<file path="src/rtl/rf_pkg.sv">
`default_nettype none
// ============================================================================
//  Module   : rf_pkg
//  Purpose  : Shared helpers for the register file: packed-port lane offsets
//             and elaboration-time legality checks for DEPTH and NRD.
//  Revision : 1.0 - initial release
// ============================================================================
package rf_pkg;

    // Lowest bit of lane k in a packed bus whose lanes are w bits wide.
    function automatic int unsigned lane_lo(input int unsigned k, input int unsigned w);
        return k * w;
    endfunction

    // DEPTH must be a power of two and at least 2.
    function automatic bit depth_ok(input int unsigned d);
        return (d >= 2) && ((d & (d - 1)) == 0);
    endfunction

    // Between one and four read ports are supported.
    function automatic bit nrd_ok(input int unsigned n);
        return (n >= 1) && (n <= 4);
    endfunction

endpackage
`default_nettype wire

</file>
<file path="src/rtl/regfile_scoreboard.sv">
`default_nettype none
// ============================================================================
//  Module   : regfile_scoreboard
//  Purpose  : Per-register busy bits plus an incrementally maintained count
//             of busy registers. Reservations set a bit, writes clear it.
//  Revision : 1.0 - initial release
// ============================================================================
module regfile_scoreboard #(
    parameter  int DEPTH    = 16,
    parameter  int ZERO_REG = 0,
    localparam int AW       = $clog2(DEPTH)
) (
    input  logic             clk,
    input  logic             rst,
    input  logic             wen,
    input  logic [AW-1:0]    waddr,
    input  logic             rsv_en,
    input  logic [AW-1:0]    rsv_addr,
    output logic [DEPTH-1:0] busy,
    output logic             rsv_conflict,
    output logic [AW:0]      busy_cnt
);

    localparam logic [AW-1:0] c_zero_addr = '0;
    localparam logic [AW:0]   c_full      = (AW+1)'(DEPTH);
    localparam logic [AW:0]   c_one       = (AW+1)'(1);

    logic [DEPTH-1:0] busy_q, busy_d;
    logic [DEPTH-1:0] set_vec, clr_vec;
    logic [AW:0]      busy_cnt_q, busy_cnt_d;
    logic             same_addr, rsv_r0, inc, dec;

    // Next busy vector and count; a same-address write+reserve leaves the bit set.
    always_comb begin
        rsv_conflict = rsv_en && busy_q[rsv_addr];
        same_addr    = wen && (waddr == rsv_addr);
        rsv_r0       = (ZERO_REG != 0) && (rsv_addr == c_zero_addr);
        set_vec      = '0;
        clr_vec      = '0;
        if (rsv_en && !rsv_r0 && (!busy_q[rsv_addr] || same_addr)) begin
            set_vec[rsv_addr] = 1'b1;
        end
        if (wen) begin
            clr_vec[waddr] = 1'b1;
        end
        busy_d = (busy_q & ~clr_vec) | set_vec;
        inc    = |(set_vec & ~busy_q);
        dec    = |(clr_vec & busy_q & ~set_vec);
        busy_cnt_d = busy_cnt_q;
        if (inc && !dec && (busy_cnt_q != c_full)) begin
            busy_cnt_d = busy_cnt_q + c_one;
        end else if (dec && !inc && (busy_cnt_q != '0)) begin
            busy_cnt_d = busy_cnt_q - c_one;
        end
    end

    // Scoreboard state register.
    always_ff @(posedge clk) begin
        if (rst) begin
            busy_q     <= '0;
            busy_cnt_q <= '0;
        end else begin
            busy_q     <= busy_d;
            busy_cnt_q <= busy_cnt_d;
        end
    end

    assign busy     = busy_q;
    assign busy_cnt = busy_cnt_q;

endmodule
`default_nettype wire

</file>
<file path="src/rtl/regfile_sb.sv">
`default_nettype none
// ============================================================================
//  Module   : regfile_sb
//  Purpose  : Multi-read-port register file with optional write bypass,
//             optional registered reads, optional hard-wired zero R0, and a
//             busy scoreboard for pending results.
//  Revision : 1.0 - initial release
// ============================================================================
module regfile_sb
    import rf_pkg::*;
#(
    parameter  int DATA_W   = 32,
    parameter  int DEPTH    = 16,
    parameter  int NRD      = 2,
    parameter  int SYNC_RD  = 0,
    parameter  int BYPASS   = 1,
    parameter  int ZERO_REG = 0,
    localparam int AW       = $clog2(DEPTH)
) (
    input  logic                  clk,
    input  logic                  rst,
    input  logic                  wen,
    input  logic [AW-1:0]         waddr,
    input  logic [DATA_W-1:0]     wdata,
    input  logic [NRD*AW-1:0]     raddr,
    output logic [NRD*DATA_W-1:0] rdata,
    output logic [NRD-1:0]        rbusy,
    input  logic                  rsv_en,
    input  logic [AW-1:0]         rsv_addr,
    output logic                  rsv_conflict,
    output logic [AW:0]           busy_cnt
);

    localparam logic [AW-1:0] c_zero_addr = '0;

    // Reject illegal configurations at elaboration.
    if (!depth_ok(DEPTH)) begin : g_bad_depth
        $error("regfile_sb: DEPTH must be a power of 2 and at least 2");
    end
    if (!nrd_ok(NRD)) begin : g_bad_nrd
        $error("regfile_sb: NRD must be in 1..4");
    end

    logic [DATA_W-1:0] mem_q [DEPTH];
    logic [DATA_W-1:0] mem_d [DEPTH];
    logic              wr_ok;
    logic [DEPTH-1:0]  busy;

    // Writes to R0 are dropped when it is hard-wired to zero.
    always_comb begin
        wr_ok = wen && !((ZERO_REG != 0) && (waddr == c_zero_addr));
        mem_d = mem_q;
        if (wr_ok) begin
            mem_d[waddr] = wdata;
        end
    end

    // Register storage.
    always_ff @(posedge clk) begin
        if (rst) begin
            mem_q <= '{default: '0};
        end else begin
            mem_q <= mem_d;
        end
    end

    regfile_scoreboard #(
        .DEPTH    (DEPTH),
        .ZERO_REG (ZERO_REG)
    ) u_scoreboard (
        .clk          (clk),
        .rst          (rst),
        .wen          (wen),
        .waddr        (waddr),
        .rsv_en       (rsv_en),
        .rsv_addr     (rsv_addr),
        .busy         (busy),
        .rsv_conflict (rsv_conflict),
        .busy_cnt     (busy_cnt)
    );

    for (genvar k = 0; k < NRD; k++) begin : g_rd
        logic [AW-1:0]     ra;
        logic              is_r0;
        logic [DATA_W-1:0] rdata_d;
        logic              rbusy_d;

        // Read mux with optional forwarding of this cycle's write data.
        always_comb begin
            ra      = raddr[lane_lo(k, AW) +: AW];
            is_r0   = (ZERO_REG != 0) && (ra == c_zero_addr);
            rdata_d = mem_q[ra];
            if ((BYPASS != 0) && wr_ok && (ra == waddr)) begin
                rdata_d = wdata;
            end
            if (is_r0) begin
                rdata_d = '0;
            end
            rbusy_d = busy[ra] && !is_r0;
        end

        if (SYNC_RD != 0) begin : g_sync
            logic [DATA_W-1:0] rdata_q;
            logic              rbusy_q;

            // One-cycle read pipeline stage.
            always_ff @(posedge clk) begin
                if (rst) begin
                    rdata_q <= '0;
                    rbusy_q <= 1'b0;
                end else begin
                    rdata_q <= rdata_d;
                    rbusy_q <= rbusy_d;
                end
            end

            assign rdata[lane_lo(k, DATA_W) +: DATA_W] = rdata_q;
            assign rbusy[k]                            = rbusy_q;
        end else begin : g_comb
            assign rdata[lane_lo(k, DATA_W) +: DATA_W] = rdata_d;
            assign rbusy[k]                            = rbusy_d;
        end
    end

endmodule
`default_nettype wire

</file>
<file path="config.mk">
export PLATFORM = sky130hd
export DESIGN_NAME = regfile_sb
export DESIGN_NICKNAME = d
export VERILOG_FILES = /design/src/rtl/rf_pkg.sv /design/src/rtl/regfile_scoreboard.sv /design/src/rtl/regfile_sb.sv
export SDC_FILE = /design/constraint.sdc
export NUM_CORES = 1
export LEC_CHECK = 0
export CAP_MARGIN = 20
export CORE_MARGIN = 2
export CORE_UTILIZATION = 35
export CTS_CLUSTER_SIZE = 24
export DETAILED_ROUTE_END_ITERATION = 8
export HOLD_SLACK_MARGIN = 0.1
export PLACE_DENSITY_LB_ADDON = 0.25
export SLEW_MARGIN = 20
export SYNTH_ARGS = -nofsm -noshare
export SYNTH_HDL_FRONTEND = slang
export SYNTH_SLANG_ARGS = --single-unit
</file>
<file path="constraint.sdc">
create_clock -name clk -period 12.7 [get_ports clk]
set_input_delay 2.54 -clock clk [delete_from_list [all_inputs] [get_ports clk]]
set_output_delay 2.54 -clock clk [all_outputs]
set_load 0.05 [all_outputs]
</file>
==> metrics.cfg <==
[detailed_routing]
wl_per_cell_microns = 25.0
via_per_inst = 5.78
drtPass1Iterations = 6
wl_mm = 101
ant_nets = 0
drt_iter0_drc = 2381
drc_errors = 0
vias = 23400

[finish]
multi_input_area_sq_mm = 0.0164
drive_above_1_share = 0.200
utilization = 0.403
syn_to_final_growth_pct = 13.7
fill_cells = 7708
regArea_sq_mm = 0.0107
finalInstanceArea_sq_mm = 0.0320
nets = 2998
num_antenna_cells = 0

[floorplanning]
die-width_microns = 287
num_rows = 103
start_util = 0.355
core_sq_mm = 0.0793
die-area_sq_mm = 0.0826
io_pins = 124
die_h_microns = 287

[clocking]
cts_made_buffers = 59
cts_buffer_depth = 3
h-tree-depth = 2
root_buffer = clkbuf_16
cts_tree = yes
cts.sinks = 533
post_cts_buffers = 0
clk_latency_ps = 640
clkTransAtPathRegs_ps = 60
post_cts_resized = 0
cts_hold_buf = 0

[placed_design]
gp_congestion = 0.819
dp_hpwl_mm = 54.5
io_buffers = 123
dpl-instance-area_sq_mm = 0.0300

[min_path]
hold_path.class = register to register

[critical_path]
cpPeakStageDelay_ps = 780
critPathBufInv = 4
crit_path_max_fanout = 57
cpMostUsedCell = buf_4
critical_path_class = primary input to output pin
path_delay_family = buffers and inverters
worstSetupEndpointType = output pin
cp.required_ps = 10160
r2r_slack_ps = 8260
critPathArrivalTime_ps = 6080
worstPathCellList = buf_6, buf_4, xnor2_1, nand2_1, nor4_2, buf_4, mux2_2, clkdlybuf4s50_1
cp-start-kind = primary input
critPathSlowestCell = buf_4

[power]
p_leak_nw = 10.1
p_per_area_mw_per_mm2 = 121
irDropWorstVdd_mv = 0.106

[sta]
rsz0062_at_grt = no
finClkSkew_ps = 5.71
tns_ps = 0
fin_crit_sh = 0.679
min_period_ps = 8620
slew_headroom = 0.245
final_hold_viol_count = 0
max_freq_mhz = 116
finalSetupViolCount = 0
final_max_slew_viol_count = 0
tightest_slew_ps = 1130

[synth]
synth_flop_cell = dfxtp_1
ys_types = 63
async_flop_share = 0
ys_seq_area_frac = 0.380
syn_nets = 3079
avgSynthCellArea_sq_um = 9.30
syn_area_sq_mm = 0.0281
synth_edf_count = 0
syn_inst = 3023
synth_seq_cells = 533
ys_warn_count = 0

[global_routing]
grt_max_degree = 200
grtUsageTotal = 0.242
grt_pass1_wl_mm = 150
grt_overflow = 0
grt_pass1_vias = 22600
antenna_found_initial = 1

[job]
maxCapViolations = 0

[outcome]
outcome = finished, final reports clean

[per-stage QoR]
stage          setup slack [ps]  hold WS, ps  cells  power, W
3_5_place_dp               4070          456   3931   0.00217
6_report                   4080          461   4038   0.00387
2_1_floorplan              5040          443   3023   0.00203
3_3_place_gp               4080          450   3931   0.00216
4_1_cts                    4060          464   4038   0.00389
5_1_grt                    3920          477   4038   0.00398
[cell families after synthesis]
family                   synth area share
adder cells (fa/ha/maj)           0.00205
XOR/XNOR                          0.00436
multiplexers                        0.297
AND/OR/NAND/NOR                     0.163
flip-flops                          0.380
buffers and inverters              0.0436
AO/OA/AOI/OAI                       0.110
[flip-flops by register name, summed over array words and instances (netlist names)]
register and count:
mem_q 512, u_scoreboard.busy_cnt 5, u_scoreboard.busy 16
[synthesized netlist by cell type, types with 2 or more instances]
cell type	count	area share
a211o_1	4	0.0012
o21ai_0	4	0.00071
clkbuf_1	281	0.038
nand2b_1	6	0.0013
o221a_2	2	0.00080
dfxtp_1	533	0.38
a21o_1	4	0.0011
nand4_1	2	0.00045
a2111oi_0	2	0.00062
a32o_1	2	0.00071
mux2i_1	5	0.0018
nand3b_1	6	0.0016
ha_1	3	0.0013
and3b_1	3	0.00094
mux4_2	333	0.27
and3_1	3	0.00067
nor3_1	9	0.0016
or3_1	4	0.00089
buf_2	8	0.0014
o311ai_0	2	0.00062
a21oi_1	533	0.095
a22oi_1	5	0.0013
a32oi_1	4	0.0012
xor2_1	10	0.0031
o2111a_1	3	0.0012
nor3b_1	5	0.0013
nor2_1	33	0.0044
buf_1	27	0.0036
nand2_1	1057	0.14
buf_4	3	0.00080
nand3_1	10	0.0018
and2_1	3	0.00067
inv_1	2	0.00027
mux2_2	68	0.027
nor2b_1	5	0.0011
o31ai_1	2	0.00053
a211oi_1	5	0.0013
nor4_1	3	0.00067
xnor2_1	4	0.0012
or2_2	2	0.00045
[cell type report]
cell class                 instances  share of cell area
clock buffer                      90              0.0533
clock inverter                    17             0.00705
inverter                           2            0.000235
multi-input combinational       2169               0.513
sequential                       533               0.334
tap                             1050              0.0411
timing repair buffer             177              0.0518
[metal layers]
metal | up-vias | global-route usage | part of all wire
met3 | 179 | 0.0386 | 0.082
met4 | 2 | 0.0737 | 0.030
met1 | 11700 | 0.335 | 0.42
met2 | 988 | 0.390 | 0.47
met5 | - | 0 | 0.000079
li1 | 10500 | - | -
[tightest hold or removal path, stage by stage, from the launching register on]
cell,delay (ps)
dfxtp_1,310
nand2_1,50
a21oi_1,50
[worst paths after layout]
kind | startpoint | endpoint | cells past startpoint
hold reg to reg | mem_q[148] | mem_q[148] | 2
hold / removal | mem_q[148] | mem_q[148] | 2
setup / recovery | raddr[1] | rdata[18] | 8
setup reg to reg | u_scoreboard.busy[5] | u_scoreboard.busy_cnt[4] | 13
[power by group]
group / switching [W] / internal (W)
sequential: 0.0000218 / 0.00170
clock: 0.000738 / 0.00100
combinational: 0.000267 / 0.000145
total: 0.00103 / 0.00284
[cells in the final DEF, fill, tap and decap left out, types with 4 or more instances in the layout]
cell / netlist / layout
nand2_1: 1057 / 1045
a21oi_1: 533 / 533
dfxtp_1: 533 / 533
mux4_2: 333 / 333
clkdlybuf4s50_1: 0 / 114
mux2_2: 68 / 68
clkbuf_16: 0 / 59
buf_4: 3 / 54
nor2_1: 33 / 21
clkbuf_1: 281 / 20
nand2_2: 1 / 13
nor2_4: 0 / 12
clkbuf_8: 0 / 11
xor2_1: 10 / 10
clkinv_2: 0 / 10
nand3b_1: 6 / 6
nand2b_1: 6 / 6
nand3_1: 10 / 6
nor3b_1: 5 / 5
mux2i_1: 5 / 5
nor2b_1: 5 / 5
a211oi_1: 5 / 5
nor3_1: 9 / 5
nand3_2: 1 / 5
nor3_2: 1 / 5
a22oi_1: 5 / 5
xnor2_1: 4 / 4
o21ai_0: 4 / 4
or3_1: 4 / 4
a211o_1: 4 / 4
a32oi_1: 4 / 4
a21o_1: 4 / 4
bufinv_16: 0 / 4
No activity file was read; power rests on OpenSTA's default activity.
